### config.mk
export PLATFORM = sky130hd
export DESIGN_NAME = lcd_bucle_espera
export DESIGN_NICKNAME = d
export VERILOG_FILES = /design/src/rtl/lcd_bucle_espera.sv
export SDC_FILE = /design/constraint.sdc
export NUM_CORES = 1
export LEC_CHECK = 0
export ABC_AREA = 1
export CAP_MARGIN = 20
export CORE_ASPECT_RATIO = 1.75
export CORE_MARGIN = 10
export CORE_UTILIZATION = 40
export DETAILED_ROUTE_END_ITERATION = 10
export PLACE_DENSITY = 0.69
export SLEW_MARGIN = 20
export SYNTH_ARGS = -nofsm -noshare
export SYNTH_HDL_FRONTEND = slang
export SYNTH_SLANG_ARGS = --single-unit
export TNS_END_PERCENT = 5
### constraint.sdc
create_clock -name clk -period 5.4 [get_ports clk]
set_clock_uncertainty 0.1 [all_clocks]
set_input_delay 1.62 -clock clk [delete_from_list [all_inputs] [get_ports clk]]
set_output_delay 1.62 -clock clk [all_outputs]
set_load 0.03 [all_outputs]
### src/rtl/lcd_bucle_espera.sv
// lcd_bucle_espera: HD44780 8-bit driver; init, CGRAM glyph load, face/icon draw, redraw on input change (optional sleep view: SLEEP_VIEW_EN)
module lcd_bucle_espera #(
  parameter int COUNT_MAX = 100000,
  parameter int FACE_COL  = 7
) (
  input  logic       clk,
  input  logic       reset,
  input  logic [3:0] select_figures,
  input  logic [1:0] sleep,
  output logic       rs,
  output logic       rw,
  output logic       enable,
  output logic [7:0] data
);
  typedef enum logic [2:0] {POWER_WAIT, INIT, CGRAM, LINE1, LINE2, WAIT} state_t;
  localparam int CW = $clog2(COUNT_MAX);
  localparam logic [CW-1:0] CLAST = CW'(COUNT_MAX - 1);
  localparam logic [CW-1:0] HALF = CW'(COUNT_MAX / 2);
  localparam logic [3:0] FC = 4'(FACE_COL);
  localparam logic [7:0] INIT_CMD [4] = '{8'h38, 8'h0C, 8'h01, 8'h06};
  localparam logic [7:0] GLYPH [64] = '{
    8'h00, 8'h0A, 8'h0A, 8'h00, 8'h11, 8'h0E, 8'h00, 8'h00,
    8'h00, 8'h0A, 8'h0A, 8'h00, 8'h0E, 8'h11, 8'h00, 8'h00,
    8'h00, 8'h0A, 8'h0A, 8'h00, 8'h0E, 8'h0E, 8'h0E, 8'h00,
    8'h00, 8'h11, 8'h0A, 8'h11, 8'h00, 8'h0E, 8'h15, 8'h00,
    8'h02, 8'h04, 8'h08, 8'h1F, 8'h02, 8'h04, 8'h08, 8'h00,
    8'h04, 8'h0E, 8'h1F, 8'h1F, 8'h0E, 8'h04, 8'h0E, 8'h00,
    8'h00, 8'h0A, 8'h1F, 8'h1F, 8'h0E, 8'h04, 8'h00, 8'h00,
    8'h0E, 8'h11, 8'h15, 8'h11, 8'h0E, 8'h04, 8'h0A, 8'h11
  };
  state_t state_q, state_d, ns;
  logic [6:0] idx_q, idx_d, ni;
  logic [CW-1:0] cnt_q, cnt_d;
  logic rs_q, rs_d, en_q, en_d, nrs, go, diff, sleepy;
  logic [7:0] data_q, data_d, ndata;
  logic [3:0] sel_q, sel_d, col;
`ifdef SLEEP_VIEW_EN
  logic [1:0] slp_q, slp_d;
  assign sleepy = slp_q == 2'b11;
  assign diff = (select_figures != sel_q) || (sleep != slp_q);
`else
  logic unused_sleep;
  assign unused_sleep = ^sleep;
  assign sleepy = 1'b0;
  assign diff = select_figures != sel_q;
`endif
  // step that follows the current one
  always_comb begin
    ns = state_q;
    ni = idx_q + 7'd1;
    case (state_q)
      POWER_WAIT: begin ns = INIT; ni = '0; end
      INIT: if (idx_q == 7'd3) begin ns = CGRAM; ni = '0; end
      CGRAM: if (idx_q == 7'd64) begin ns = LINE1; ni = '0; end
      LINE1: if (idx_q == 7'd16) begin ns = LINE2; ni = '0; end
      LINE2: if (idx_q == 7'd16) begin ns = WAIT; ni = '0; end
      default: begin ns = LINE1; ni = '0; end
    endcase
  end
  // bus contents for that step; index 0 of each group is the command byte
  always_comb begin
    col = 4'(ni - 7'd1);
    nrs = ni != '0;
    ndata = 8'h20;
    case (ns)
      INIT: begin nrs = 1'b0; ndata = INIT_CMD[ni[1:0]]; end
      CGRAM: ndata = ni == '0 ? 8'h40 : GLYPH[6'(ni - 7'd1)];
      LINE1: ndata = ni == '0 ? 8'h80 : col != FC ? 8'h20 : sleepy ? 8'h7A : {6'b0, sel_q[3:2]};
      LINE2: ndata = ni == '0 ? 8'hC0 : col != FC || sleepy ? 8'h20 : 8'h04 + {6'b0, sel_q[1:0]};
      default: begin nrs = rs_q; ndata = data_q; end
    endcase
  end
  always_comb begin
    go = state_q == WAIT ? diff : cnt_q == CLAST;
    state_d = state_q;
    idx_d = idx_q;
    cnt_d = cnt_q;
    rs_d = rs_q;
    data_d = data_q;
    en_d = 1'b0;
    sel_d = sel_q;
`ifdef SLEEP_VIEW_EN
    slp_d = slp_q;
`endif
    if (go) begin
      state_d = ns;
      idx_d = ni;
      cnt_d = '0;
      rs_d = nrs;
      data_d = ndata;
      en_d = ns != WAIT;
      if (ns == LINE1 && ni == '0) begin
        sel_d = select_figures;
`ifdef SLEEP_VIEW_EN
        slp_d = sleep;
`endif
      end
    end else begin
      cnt_d = state_q == WAIT ? '0 : cnt_q + CW'(1);
      en_d = en_q && (cnt_q + CW'(1) < HALF);
    end
  end
  always_ff @(posedge clk) begin
    if (reset) begin
      state_q <= POWER_WAIT;
      idx_q <= '0;
      cnt_q <= '0;
      rs_q <= 1'b0;
      data_q <= 8'h00;
      en_q <= 1'b0;
      sel_q <= '0;
`ifdef SLEEP_VIEW_EN
      slp_q <= '0;
`endif
    end else begin
      state_q <= state_d;
      idx_q <= idx_d;
      cnt_q <= cnt_d;
      rs_q <= rs_d;
      data_q <= data_d;
      en_q <= en_d;
      sel_q <= sel_d;
`ifdef SLEEP_VIEW_EN
      slp_q <= slp_d;
`endif
    end
  end
  assign rs = rs_q;
  assign rw = 1'b0;
  assign enable = en_q;
  assign data = data_q;
endmodule

==> flow_summary.json <==
{
  "irDropWorstVdd_mv": 0.102,
  "grt_max_degree": 19,
  "drt-initial-drc-count": 168,
  "wl_per_cell_um": 13.0,
  "crit_start": "select_figures[3]",
  "synth.area.top_cells": "dfxtp_1 28%, nand2_1 8.7%, nor2_1 8.6%",
  "synthDistinctLibCells": 39,
  "drc": 0,
  "die_width_um": 85.1,
  "synth_top_area_frac": 0.277,
  "antenna_found_initial": 0,
  "fillers": 762,
  "fin_crit_ns": 4.00,
  "firstDrtPassIters": 4,
  "die_height_um": 134,
  "syn_area_sq_um": 2970,
  "cts-root-buf": "clkbuf_16",
  "grt_setup_unrepaired": "no",
  "muxShareOfSynthArea": 0,
  "outcome": "finished clean",
  "clock_latency_ns": 0.28,
  "cts_resized": 0,
  "max_slew_margin": 0.567,
  "yosys.area_share.simple": 0.373,
  "core_sq_um": 7230,
  "grt_overflow": 0,
  "cellPowerDensity_nw_per_um2": 187,
  "path_max_fanout": 17,
  "finalPower_uw": 622,
  "syn_to_final_growth_pct": 12.1,
  "synthArstFlopShare": 0,
  "track_usage": 0.130,
  "cts_buffer_depth": 2,
  "dpl.hpwl_mm": 5.66,
  "crit_required_ns": 5.47,
  "cap_violations": 0,
  "worst_pin_slew_ns": 0.648,
  "syn_inst": 448,
  "cts_buffers": 5,
  "synth_compound_area_frac": 0.145,
  "diodes": 0,
  "final_max_slew_viol_count": 0,
  "cts_tree": "built",
  "synth_area_leader_cell": "dfxtp_1",
  "pin_count": 19,
  "critical_path_class": "in -> reg",
  "routed_wl_mm": 7.11,
  "start_util": 0.410,
  "synthFlopType": "dfxtp_1",
  "clkSinkCount": 41,
  "grt_pass1_wl_mm": 12.6,
  "finalSetupTns_ns": 0,
  "place_area_sq_um": 3180,
  "via_per_inst": 5.20,
  "synthesis.nets": 470,
  "r2r-start": "idx_q[0]$_SDFFE_PP0P_",
  "gp_congestion": 0.925,
  "synth_warnings": 0,
  "fin_nets": 483,
  "synth_top_family_by_area": "simple AND/OR/NAND/NOR gates",
  "setup_viol": 0,
  "clk_pin_slew_ns": 0.06,
  "synthXorXnorAreaFrac": 0.0502,
  "stdcell_area_sq_um": 3320,
  "min_period_over_period": 0.740,
  "ys_seq_area_frac": 0.277,
  "io_buffer_count": 15,
  "die_area_sq_um": 11400,
  "cp-start-kind": "input pin",
  "ctsHoldBuffers": 0,
  "vias": 2844,
  "post_cts_buffers": 0,
  "ant_nets": 0,
  "end_kind": "flop",
  "rows": 41,
  "cp.arrival_ns": 4.07,
  "avgSynthCellArea_sq_um": 6.62,
  "synth_fa_ha_area_frac": 0.0591,
  "drive_gt1_frac": 0.113,
  "min_path_type": "reg -> reg",
  "hp-start": "cnt_q[0]$_SDFF_PP0_",
  "power.leakage_uw": 0.00139,
  "ctsHtreeMaxLevel": 2,
  "hold_viol_final": 0,
  "ys_ff_latch": 41,
  "grt_pass1_vias": 2871,
  "timing.fmax_mhz": 250,
  "synth-edff-count": 0
}
[layout by cell type, fill, tap and decap left out, types with 2 or more instances in the layout]
cell type	synthesis	layout
o21ai_1	2	2
nand2_2	11	11
o21ai_2	2	2
nor2_1	68	68
nor3_1	10	10
ha_1	14	14
nor4_1	2	2
a21oi_2	2	2
clkbuf_16	0	5
a21oi_1	28	28
inv_1	52	52
nand3_1	38	38
xor2_1	12	12
o21a_1	2	2
xnor2_1	5	5
nor2_2	2	2
nand3_2	4	4
nand4_1	10	10
o31ai_1	2	2
nor3_2	2	2
nand2_4	4	4
inv_2	11	11
nand2_1	69	69
nand3_4	2	2
clkdlybuf4s50_1	0	15
or2_2	2	2
o21ai_0	26	26
o21bai_1	3	3
nor2_4	2	2
dfxtp_1	41	41
o211ai_1	5	5
[worst max-delay path: stages]
cell	delay, ns
clkdlybuf4s50_1	0.44
or2_2	0.30
nand3_1	0.09
o31ai_1	0.07
nand2_1	0.41
inv_2	0.17
nor2_1	0.41
inv_2	0.21
a21oi_1	0.24
a21oi_1	0.10
[through the flow]
step | setup WS [ns] | hold WS, ns | cells | util
CTS | 1.36 | 0.347 | 547 | 0.459
global placement | 1.09 | 0.325 | 540 | 0.439
finish | 1.40 | 0.346 | 547 | 0.459
floorplan | 2.13 | 0.313 | 448 | -
global route | 1.12 | 0.375 | 547 | 0.459
detailed placement | 1.07 | 0.339 | 540 | 0.439
[flip-flops by register name, summed over array words and instances (netlist names)]
name / count
cnt_q: 17
enable: 1
sel_q: 4
data: 8
state_q: 3
idx_q: 7
rs: 1
[area by class of cell]
type,count,area [sq um],area share
Timing Repair Buffer,15,150,0.0452
Inverter,63,236,0.0712
Sequential cell,41,821,0.247
Clock inverter,1,7.51,0.00226
Tap cell,86,108,0.0324
Clock buffer,6,139,0.0418
Multi-Input combinational cell,335,1860,0.560
[metal layers]
layer / routed length (um) / global-route usage
met5: 0 / 0
met3: 125 / 0.0188
met2: 3880 / 0.245
met4: 384 / 0.0965
met1: 2720 / 0.121
[path summary, 6_finish.rpt]
kind	endpoint	slack, ns	cells past startpoint
max	data[4]$_SDFFE_PP0P_	1.40	10
min	cnt_q[0]$_SDFF_PP0_	0.35	1
max reg2reg	data[0]$_SDFFE_PP0P_	1.63	22
min reg2reg	cnt_q[0]$_SDFF_PP0_	0.35	1
[where the power goes]
group          leakage [uW]  switching (uW)  internal [uW]  total, uW
Clock             0.0000690             120            181        302
Combinational      0.000985            9.25           5.97       15.2
Sequential         0.000331            1.09            304        305
[cells in the mapped netlist, types with 2 or more instances]
cell type	count
nand2_1	69
nor2_1	68
inv_1	52
dfxtp_1	41
nand3_1	38
a21oi_1	28
o21ai_0	26
ha_1	14
xor2_1	12
inv_2	11
nand2_2	11
nand4_1	10
nor3_1	10
clkbuf_1	6
o211ai_1	5
xnor2_1	5
nand2_4	4
nand3_2	4
o21bai_1	3
a21oi_2	2
nand3_4	2
nor2_2	2
nor2_4	2
nor3_2	2
nor4_1	2
o21a_1	2
o21ai_1	2
o21ai_2	2
o31ai_1	2
or2_2	2
[cell families (layout without fill, tap and decap cells)]
family	count (synthesis)	in the layout
compound gates	74	74
simple gates	229	229
other cells	1	1
fa+ha+maj	14	14
xor+xnor	17	17
buf+inv	72	85
flops	41	41
Note: power is estimated with default switching activity, not from simulation.
